===== src/rtl/tdm_demux4_if.sv =====
// Serial-in / frame-out signal bundle for the 4-slot TDM receiver.
// The ch_vld strobe exists only when TDM_CH_VLD_EN is defined.
interface tdm_demux4_if #(
  parameter int unsigned DW = 8
);
  logic [DW-1:0]   din;
  logic            din_vld;
  logic            fsync;
  logic [4*DW-1:0] dout;
  logic            frame_vld;
  logic            locked;
  logic            sync_err;
`ifdef TDM_CH_VLD_EN
  logic [3:0]      ch_vld;
`endif

  modport master (
    output din, din_vld, fsync,
`ifdef TDM_CH_VLD_EN
    input  ch_vld,
`endif
    input  dout, frame_vld, locked, sync_err
  );

  modport slave (
    input  din, din_vld, fsync,
`ifdef TDM_CH_VLD_EN
    output ch_vld,
`endif
    output dout, frame_vld, locked, sync_err
  );
endinterface


===== src/rtl/tdm_demux4.sv =====
// 4-slot TDM receiver: slot-0 fsync alignment, flywheel lock, atomic frame output.
// Optional per-channel strobe ch_vld enabled by defining TDM_CH_VLD_EN.
module tdm_demux4 #(
  parameter int unsigned DW       = 8,
  parameter int unsigned MISS_MAX = 3
) (
  input  logic        clk,
  input  logic        rst,
  tdm_demux4_if.slave bus
);

  localparam logic [3:0] MissMax = 4'(MISS_MAX);

  typedef enum logic [0:0] {StHunt, StLock} state_e;

  state_e                 state_q, state_d;
  logic [1:0]             slot_q, slot_d;
  logic [3:0]             miss_q, miss_d;
  logic [2:0][DW-1:0]     sh_q, sh_d;
  logic [4*DW-1:0]        dout_q, dout_d;
  logic                   frame_vld_q, frame_vld_d;
  logic                   sync_err_q, sync_err_d;
  logic                   store_en;
  logic [1:0]             store_slot;

  always_comb begin
    state_d     = state_q;
    slot_d      = slot_q;
    miss_d      = miss_q;
    sh_d        = sh_q;
    dout_d      = dout_q;
    frame_vld_d = 1'b0;
    sync_err_d  = 1'b0;
    store_en    = 1'b0;
    store_slot  = slot_q;

    if (bus.din_vld) begin
      unique case (state_q)
        StHunt: begin
          if (bus.fsync) begin
            store_en   = 1'b1;
            store_slot = 2'd0;
            slot_d     = 2'd1;
            miss_d     = 4'd0;
            state_d    = StLock;
          end
        end
        StLock: begin
          if (bus.fsync && slot_q != 2'd0) begin
            // Realign: drop the partial frame and restart at slot 0.
            sync_err_d = 1'b1;
            store_en   = 1'b1;
            store_slot = 2'd0;
            slot_d     = 2'd1;
            miss_d     = 4'd0;
          end else if (slot_q == 2'd0) begin
            if (bus.fsync) begin
              miss_d     = 4'd0;
              store_en   = 1'b1;
              slot_d     = 2'd1;
            end else if (miss_q + 4'd1 >= MissMax) begin
              state_d = StHunt;
              slot_d  = 2'd0;
              miss_d  = 4'd0;
            end else begin
              // Flywheel: trust the slot counter for a missing marker.
              miss_d   = miss_q + 4'd1;
              store_en = 1'b1;
              slot_d   = 2'd1;
            end
          end else begin
            store_en = 1'b1;
            slot_d   = slot_q + 2'd1;
            if (slot_q == 2'd3) begin
              dout_d      = {bus.din, sh_q};
              frame_vld_d = 1'b1;
            end
          end
        end
        default: state_d = StHunt;
      endcase
    end

    if (store_en) begin
      unique case (store_slot)
        2'd0:    sh_d[0] = bus.din;
        2'd1:    sh_d[1] = bus.din;
        2'd2:    sh_d[2] = bus.din;
        default: ;
      endcase
    end
  end

  always_ff @(posedge clk or posedge rst) begin
    if (rst) begin
      state_q     <= StHunt;
      slot_q      <= 2'd0;
      miss_q      <= 4'd0;
      sh_q        <= '0;
      dout_q      <= '0;
      frame_vld_q <= 1'b0;
      sync_err_q  <= 1'b0;
    end else begin
      state_q     <= state_d;
      slot_q      <= slot_d;
      miss_q      <= miss_d;
      sh_q        <= sh_d;
      dout_q      <= dout_d;
      frame_vld_q <= frame_vld_d;
      sync_err_q  <= sync_err_d;
    end
  end

  assign bus.dout      = dout_q;
  assign bus.frame_vld = frame_vld_q;
  assign bus.sync_err  = sync_err_q;
  assign bus.locked    = (state_q == StLock);

`ifdef TDM_CH_VLD_EN
  logic [3:0] ch_vld_q, ch_vld_d;

  always_comb begin
    ch_vld_d = 4'b0000;
    if (store_en) ch_vld_d[store_slot] = 1'b1;
  end

  always_ff @(posedge clk or posedge rst) begin
    if (rst) ch_vld_q <= 4'b0000;
    else     ch_vld_q <= ch_vld_d;
  end

  assign bus.ch_vld = ch_vld_q;
`endif

endmodule


===== src/flat_wrapper.sv =====
// flat-port wrapper written by rule: the top's interface ports become plain ports
module tdm_demux4_flat 
#(
  parameter int unsigned DW       = 8,
  parameter int unsigned MISS_MAX = 3
)
  (clk, rst, bus_din, bus_din_vld, bus_fsync, bus_dout, bus_frame_vld, bus_locked, bus_sync_err);
  tdm_demux4_if #(.DW(DW)) bus_i ();
  input  logic clk;
  input  logic rst;
  input wire logic [$bits(bus_i.din)-1:0] bus_din;
  input wire logic [$bits(bus_i.din_vld)-1:0] bus_din_vld;
  input wire logic [$bits(bus_i.fsync)-1:0] bus_fsync;
  output wire logic [$bits(bus_i.dout)-1:0] bus_dout;
  output wire logic [$bits(bus_i.frame_vld)-1:0] bus_frame_vld;
  output wire logic [$bits(bus_i.locked)-1:0] bus_locked;
  output wire logic [$bits(bus_i.sync_err)-1:0] bus_sync_err;
  assign bus_i.din = bus_din;
  assign bus_i.din_vld = bus_din_vld;
  assign bus_i.fsync = bus_fsync;
  assign bus_dout = bus_i.dout;
  assign bus_frame_vld = bus_i.frame_vld;
  assign bus_locked = bus_i.locked;
  assign bus_sync_err = bus_i.sync_err;
  tdm_demux4 #(.DW(DW), .MISS_MAX(MISS_MAX)) u_core (.clk(clk), .rst(rst), .bus(bus_i));
endmodule

===== config.mk =====
export PLATFORM = sky130hd
export DESIGN_NAME = tdm_demux4_flat
export DESIGN_NICKNAME = d
export VERILOG_FILES = /design/src/rtl/tdm_demux4_if.sv /design/src/rtl/tdm_demux4.sv /design/src/flat_wrapper.sv
export SDC_FILE = /design/constraint.sdc
export NUM_CORES = 1
export LEC_CHECK = 0
export CAP_MARGIN = 25
export CORE_UTILIZATION = 25
export CTS_BUF_LIST = sky130_fd_sc_hd__clkbuf_4 sky130_fd_sc_hd__clkbuf_8
export CTS_CLUSTER_SIZE = 10
export DETAILED_ROUTE_END_ITERATION = 16
export SKIP_LAST_GASP = 1
export SYNTH_ARGS = -nofsm -noshare
export SYNTH_HDL_FRONTEND = slang
export SYNTH_SLANG_ARGS = --single-unit
export TNS_END_PERCENT = 50

===== constraint.sdc =====
create_clock -name clk -period 5.9 [get_ports clk]
set_input_delay 0.885 -clock clk [delete_from_list [all_inputs] [get_ports clk]]
set_output_delay 0.885 -clock clk [all_outputs]
set_load 0.02 [all_outputs]

==> out/qor.yml, run 1 <==
setup_path:
  crit_chain: "clkdlybuf4s50_1, nand2_1, o21ai_0, nand2_1, a211oi_4, mux2_2"
  worstPathRequired_ns: 6.13
  slowest_stage: "clkdlybuf4s50_1"
  cp-end-kind: "register"
  start_kind: "primary input"
  cp_max_fo: 11
  cpMostUsedCell: "nand2_1"
  crit_type: "in -> reg"
  cp_slowest_stage_delay_ns: 0.67
  crit_arrival_ns: 2.83
hold_path:
  min_path_type: "reg -> reg"
clocking:
  cts_root_buffer: "clkbuf_8"
  path_clk_slew_ns: 0.07
  post_cts_buffers: 0
  postCtsHoldBufs: 0
  cts_buffers: 9
  tritoncts: "done"
  clock_latency_ns: 0.35
  clk_path_buf_depth: 2
  h-tree-depth: 3
  cts-resized-gates: 0
  cts_sinks: 65
die:
  fp.dieW_um: 105
  initial_utilization_pct: 25.9
  rows: 37
  coreArea_sq_mm: 0.0103
  die-area_sq_mm: 0.0111
  ioPinCount: 47
  die-height_um: 105
pwr:
  p_leak_nw: 1.46
  internal_power_mw: 1.20
  switching_share_pct: 34.0
  ir_drop_uv: 168
  power_frac_comb_pct: 39.1
  power_switching_mw: 0.617
  p_per_area_mw_per_mm2: 525
  clock_power_share_pct: 18.4
  total_power_mw: 1.81
  seqPwrFrac_pct: 42.5
synth:
  synth.most_common_cell: "dfrtp_1"
  synth_enable_flop_cells: 0
  syn_area_per_cell_sq_um: 14.4
  yosys.area.top_type: "dfrtp_1"
  ys_async_sr_fraction_pct: 100
  yosys-top-cells-area: "dfrtp_1, mux2_2, ha_1, o21ai_0, buf_2"
  ys_seq_area_share_pct: 60.9
  synthFlopType: "dfrtp_1"
  netlist_area_sq_mm: 0.00267
  synth_top_area_share_pct: 60.9
  ys_warn_count: 0
  synth_cell_types: 30
  synthTopCellsByCount: "dfrtp_1, mux2_2, nand2_1"
  syn-num-nets: 202
  synthCells: 186
  synth-seq-cells: 65
flow_run:
  max_cap_viol_count: 0
timing:
  timing.final.max_slew_violations: 0
  setup_viol_count_final: 0
  finalCritPeriodShare_pct: 44.1
  relSlewSlack_pct: 45.3
  tightestPinTransition_ns: 0.821
  setup_tns_ns: 0
  fin_crit_ns: 2.60
  max_freq_mhz: 384
  hold_violations: 0
  rsz0062_at_grt: "false"
  finClkSkew_ns: 0.0120
detailed_routing:
  top_layer_used: "met4"
  route.met3.wl_um: 268
  met1Wirelength_um: 2370
  vias: 1608
  drtIter0Drc: 69
  drc: 0
  viasPerCell: 4.24
  ant_nets: 0
  dr.pass1.iters: 4
  wl_met2_um: 2300
  wl_per_cell_um: 13.3
  totalWireLength_um: 5050
global_route:
  grt_overflow: 0
  antenna_found_initial: 0
  grt_max_degree: 66
  grt_first_pass_wirelength_um: 8450
  track_usage_pct: 10.0
  grt_pass1_vias: 1633
placed_design:
  dp_hpwl_um: 3310
  place_congestion: 0.742
  place_inst: 363
  placed_area_sq_mm: 0.00328
  io_buffers: 46
outcome:
  status: "finished, final reports clean"
layout:
  final_area_sq_mm: 0.00345
  stdcell_count: 379
  fin_nets: 254
  antenna_cells: 0
  fill_cells: 1024
  syn2layout_area_growth_pct: 29.3
  drive_gt1_share_pct: 32.9
## critical path, delay by kind of cell
family,cells,cell delay [ns]
compound gates,2,0.59
simple gates,2,0.29
mux,1,0.39
buf+inv,1,0.67
## power by group through the flow
stage	sequential [mW]	combinational (mW)	clock, mW
2_1_floorplan	0.892	0.295	0
3_3_place_gp	0.777	0.710	0
3_5_place_dp	0.783	0.719	0
4_1_cts	0.776	0.722	0.347
5_1_grt	0.802	0.761	0.367
6_report	0.771	0.709	0.334
## sequential cells by signal, indices dropped and copies added, names as in the netlist
name                  flops
u_core.bus.dout          32
u_core.bus.frame_vld      1
u_core.bus.locked         1
u_core.bus.sync_err       1
u_core.miss_q             4
u_core.sh_q              24
u_core.slot_q             2
## per-layer routing
metal	GRT usage [%]	vias up
li1	-	766
met1	12.4	798
met2	15.5	35
met3	2.66	9
met4	6.34	0
met5	0	-
## cell type report
type / count / area [sq um] / area share, %
Clock buffer: 9 / 124 / 3.59
Clock inverter: 7 / 46.3 / 1.34
Inverter: 6 / 22.5 / 0.652
Multi-Input combinational cell: 108 / 990 / 28.6
Sequential cell: 65 / 1630 / 47.1
Tap cell: 136 / 170 / 4.93
Timing Repair Buffer: 48 / 475 / 13.8
## stage by stage
| stage | util, % | hold WS, ns | setup slack [ns] |
|---|---|---|---|
| 3_5_place_dp | 31.8 | 0.478 | 2.92 |
| 3_3_place_gp | 31.8 | 0.464 | 2.95 |
| 2_1_floorplan | - | 0.452 | 3.39 |
| 4_1_cts | 33.5 | 0.500 | 3.29 |
| 5_1_grt | 33.5 | 0.521 | 3.14 |
| 6_report | 33.5 | 0.490 | 3.30 |
## cell usage in the layout (no fill, tap or decap)
cell / n
a21oi_1: 3
o211ai_1: 1
and2_1: 3
nor3_4: 1
nand4b_4: 1
inv_6: 1
inv_1: 5
nand4_1: 1
nand3_1: 3
mux2_2: 55
clkbuf_8: 9
o31a_2: 1
or3_1: 1
dfrtp_1: 65
o21a_1: 1
nand2_1: 8
ha_1: 4
and2_2: 2
a31oi_1: 1
clkinvlp_4: 3
a211oi_4: 1
clkdlybuf4s50_1: 46
inv_2: 1
a311oi_1: 1
nor2b_1: 1
nand4b_1: 1
o31ai_1: 1
buf_4: 2
o21ai_0: 7
nand2b_1: 1
mux2_1: 1
nor3_1: 3
a211o_1: 1
clkinv_2: 3
nor2_1: 4
## final timing paths
path                                         startpoint                         endpoint  slack [ns]  cells after the start
setup / recovery                              bus_fsync       u_core.sh_q[5]$_DFFE_PP0P_        3.30                      6
hold / removal              u_core.sh_q[22]$_DFFE_PP0P_  u_core.bus.dout[22]$_DFFE_PP0P_        0.49                      1
setup reg to reg           u_core.slot_q[1]$_DFFE_PP0P_      u_core.sh_q[10]$_DFFE_PP0P_        3.66                      7
hold reg to reg             u_core.sh_q[22]$_DFFE_PP0P_  u_core.bus.dout[22]$_DFFE_PP0P_        0.49                      1
max in group asynchronous                           rst       u_core.sh_q[2]$_DFFE_PP0P_        4.26                      3
min in group asynchronous                           rst  u_core.bus.dout[28]$_DFFE_PP0P_        1.11                      3
## cell families after synthesis
group,after synthesis,share of synthesized area (%)
buf+inv,13,2.11
fa+ha+maj,4,1.87
flops,65,60.9
compound gates,18,4.73
simple gates,30,6.84
mux,56,23.6
Note: power is estimated with default switching activity, not from simulation.
==> run 2, diff against run 1 <==
- clock period: 5.9 -> 2.5 ns (I/O delays scaled with it)
==> run 2 against run 1 <==
Non-clock buffer count is 4 higher; sequential power is 140% higher; largest power group unchanged; total power grew to 2.5 times the previous value; sequential cell count stayed put; utilization is 1.0 points higher; critical path depth is 1 higher; clock power grew to 3.1 times the previous value; worst hold slack worse by 0.074 ns; first-iteration DRC count is 43% higher; via count is 2.8% higher; wire length is 3.6% higher; final cell count is 1.1% higher.
==> out/qor.yml, run 2 (same netlist as run 1, synthesis figures left out) <==
timing:
  hold_violations: 0  # unchanged
  setup_viol_count_final: 0  # unchanged
  whs_ns: 0.416  # -0.0739 ns
  timing.final.max_slew_violations: 0  # unchanged
  tightestPinTransition_ns: 0.588  # -0.233 ns
  relSlewSlack_pct: 60.7  # +15 points
  rsz0062_at_grt: "false"
  setup_tns_ns: 0  # unchanged
  finalCritPeriodShare_pct: 89.3
  finClkSkew_ns: 0.00692  # -0.00511 ns
  fin_crit_ns: 2.23
  layout_setup_ws_ns: 0.268  # -3.03 ns
  max_freq_mhz: 448
clocking:
  cts_buffers: 9  # unchanged
  h-tree-depth: 3  # unchanged
  clock_latency_ns: 0.34  # about the same
  cts-resized-gates: 0  # unchanged
  cts_root_buffer: "clkbuf_8"
  clk_path_buf_depth: 2  # unchanged
  cts_sinks: 65  # unchanged
  post_cts_buffers: 0  # unchanged
  postCtsHoldBufs: 0  # unchanged
  path_clk_slew_ns: 0.07  # about the same
  tritoncts: "done"
die:
  initial_utilization_pct: 25.9  # unchanged
  coreArea_sq_mm: 0.0103  # unchanged
  ioPinCount: 47  # unchanged
  rows: 37  # unchanged
  die-height_um: 105  # unchanged
  die-area_sq_mm: 0.0111  # unchanged
  fp.dieW_um: 105  # unchanged
setup_path:
  cpMostUsedCell: "inv_1"
  worstPathRequired_ns: 2.73  # -3.40 ns
  crit_arrival_ns: 2.46  # -0.37 ns
  rrSetupSlack_ns: 0.27  # -3.39 ns
  slowest_stage: "dfrtp_1"
  crit_family: "compound AO/OA/AOI/OAI gates"
  cp_slowest_stage_delay_ns: 0.48  # -0.19 ns
  crit_chain: "inv_1, ha_1, inv_1, a311oi_1, o31a_2, nand4b_4, mux2_2"
  start_kind: "register"
  cp-end-kind: "register"
  cp_max_fo: 8  # -3
  crit_type: "reg -> reg"
  worst-path-buf-inv: 2  # +1
layout:
  syn2layout_area_growth_pct: 33.2
  antenna_cells: 0  # unchanged
  largest_register_ffs: 32  # unchanged
  drive_gt1_share_pct: 34.0  # +1.1 points
  fin_nets: 258  # +1.6%
  layout_commonest_cell: "dfrtp_1"
  mostFrequentLayoutCells: "dfrtp_1, mux2_2, clkdlybuf4s50_1"
hold_path:
  min_path_type: "in -> async"
detailed_routing:
  dr.pass1.iters: 4  # unchanged
  totalWireLength_um: 5230  # +3.6%
  drtIter0Drc: 99  # +43%
  wl_per_cell_um: 13.7  # +2.5%
  drc: 0  # unchanged
  vias: 1653  # +2.8%
  ant_nets: 0  # unchanged
  viasPerCell: 4.32  # +1.7%
placed_design:
  io_buffers: 46  # unchanged
  dp_hpwl_um: 3510  # +5.9%
  place_congestion: 0.731  # -1.4%
  pre_cts_ws_ns: 0.189  # -2.73 ns
global_route:
  grt_max_degree: 26  # -61%
  antenna_found_initial: 0  # unchanged
  track_usage_pct: 10.8  # +0.76 points
  grt_overflow: 0  # unchanged
  grt_first_pass_wirelength_um: 8890  # +5.1%
  grt_pass1_vias: 1679  # +2.8%
outcome:
  status: "finished, final reports clean"
pwr:
  p_per_area_mw_per_mm2: 1280  # +140%
  ir_drop_uv: 428  # +150%
  total_power_mw: 4.56  # +150%
  p_leak_nw: 1.53  # +4.4%
flow_run:
  max_cap_viol_count: 0  # unchanged
[run 2: changes by cell type in the layout (fill, tap and decap cells not counted), sizes merged]
cell / delta
clkinvlp: -3
inv: -1
clkbuf: +5
buf: +4
bufinv: +2
clkinv: -3
[run 2: layer usage]
metal	part of all wire, %	GRT usage (%)
met1	46	13.5
met2	47	15.9
met3	5.6	4.64
met4	1.9	5.13
met5	0	0
[run 2: cell type report]
type                       instances  area (sq um)
timing repair buffer              52           518
tap                              136           170
inverter                           6          22.5
sequential                        65          1630
multi-input combinational        108           990
clock inverter                     2          60.1
clock buffer                      14           174
fill                            1003          6760
[run 2: worst paths after layout]
kind,from,endpoint,cells after the start
hold / removal,rst,u_core.sh_q[18]$_DFFE_PP0P_,2
setup / recovery,u_core.slot_q[1]$_DFFE_PP0P_,u_core.sh_q[16]$_DFFE_PP0P_,7
max in group asynchronous,rst,u_core.bus.dout[17]$_DFFE_PP0P_,3
setup reg to reg,u_core.slot_q[1]$_DFFE_PP0P_,u_core.sh_q[16]$_DFFE_PP0P_,7
hold reg to reg,u_core.sh_q[22]$_DFFE_PP0P_,u_core.bus.dout[22]$_DFFE_PP0P_,1
min in group clk,u_core.sh_q[22]$_DFFE_PP0P_,u_core.bus.dout[22]$_DFFE_PP0P_,1
[run 2: stage by stage]
stage	area, sq um	utilization, %	instances
after CTS	3560	34.5	383
final	3560	34.5	383
after floorplan	2670	-	186
after global placement	3330	32.2	367
after detailed placement	3330	32.2	367
after global routing	3560	34.5	383
[run 2: worst reg2reg max path, cell delays in order (launching register included)]
cell	delay, ns
dfrtp_1	0.48
inv_1	0.14
ha_1	0.23
inv_1	0.10
a311oi_1	0.28
o31a_2	0.27
nand4b_4	0.26
mux2_2	0.37
[run 2: where the power goes]
part           leakage, nW  internal (mW)  total [mW]  switching, mW
combinational        0.616          0.942        1.70          0.756
clock                0.121          0.651        1.05          0.397
sequential           0.791           1.54        1.82          0.274
total                 1.53           3.13        4.56           1.43
==> run 3, diff against run 2 <==
- CTS_CLUSTER_SIZE: 10 -> 25
==> results of run 3 <==
Same layout as run 2: the final DEF is identical, and so are final timing and power.
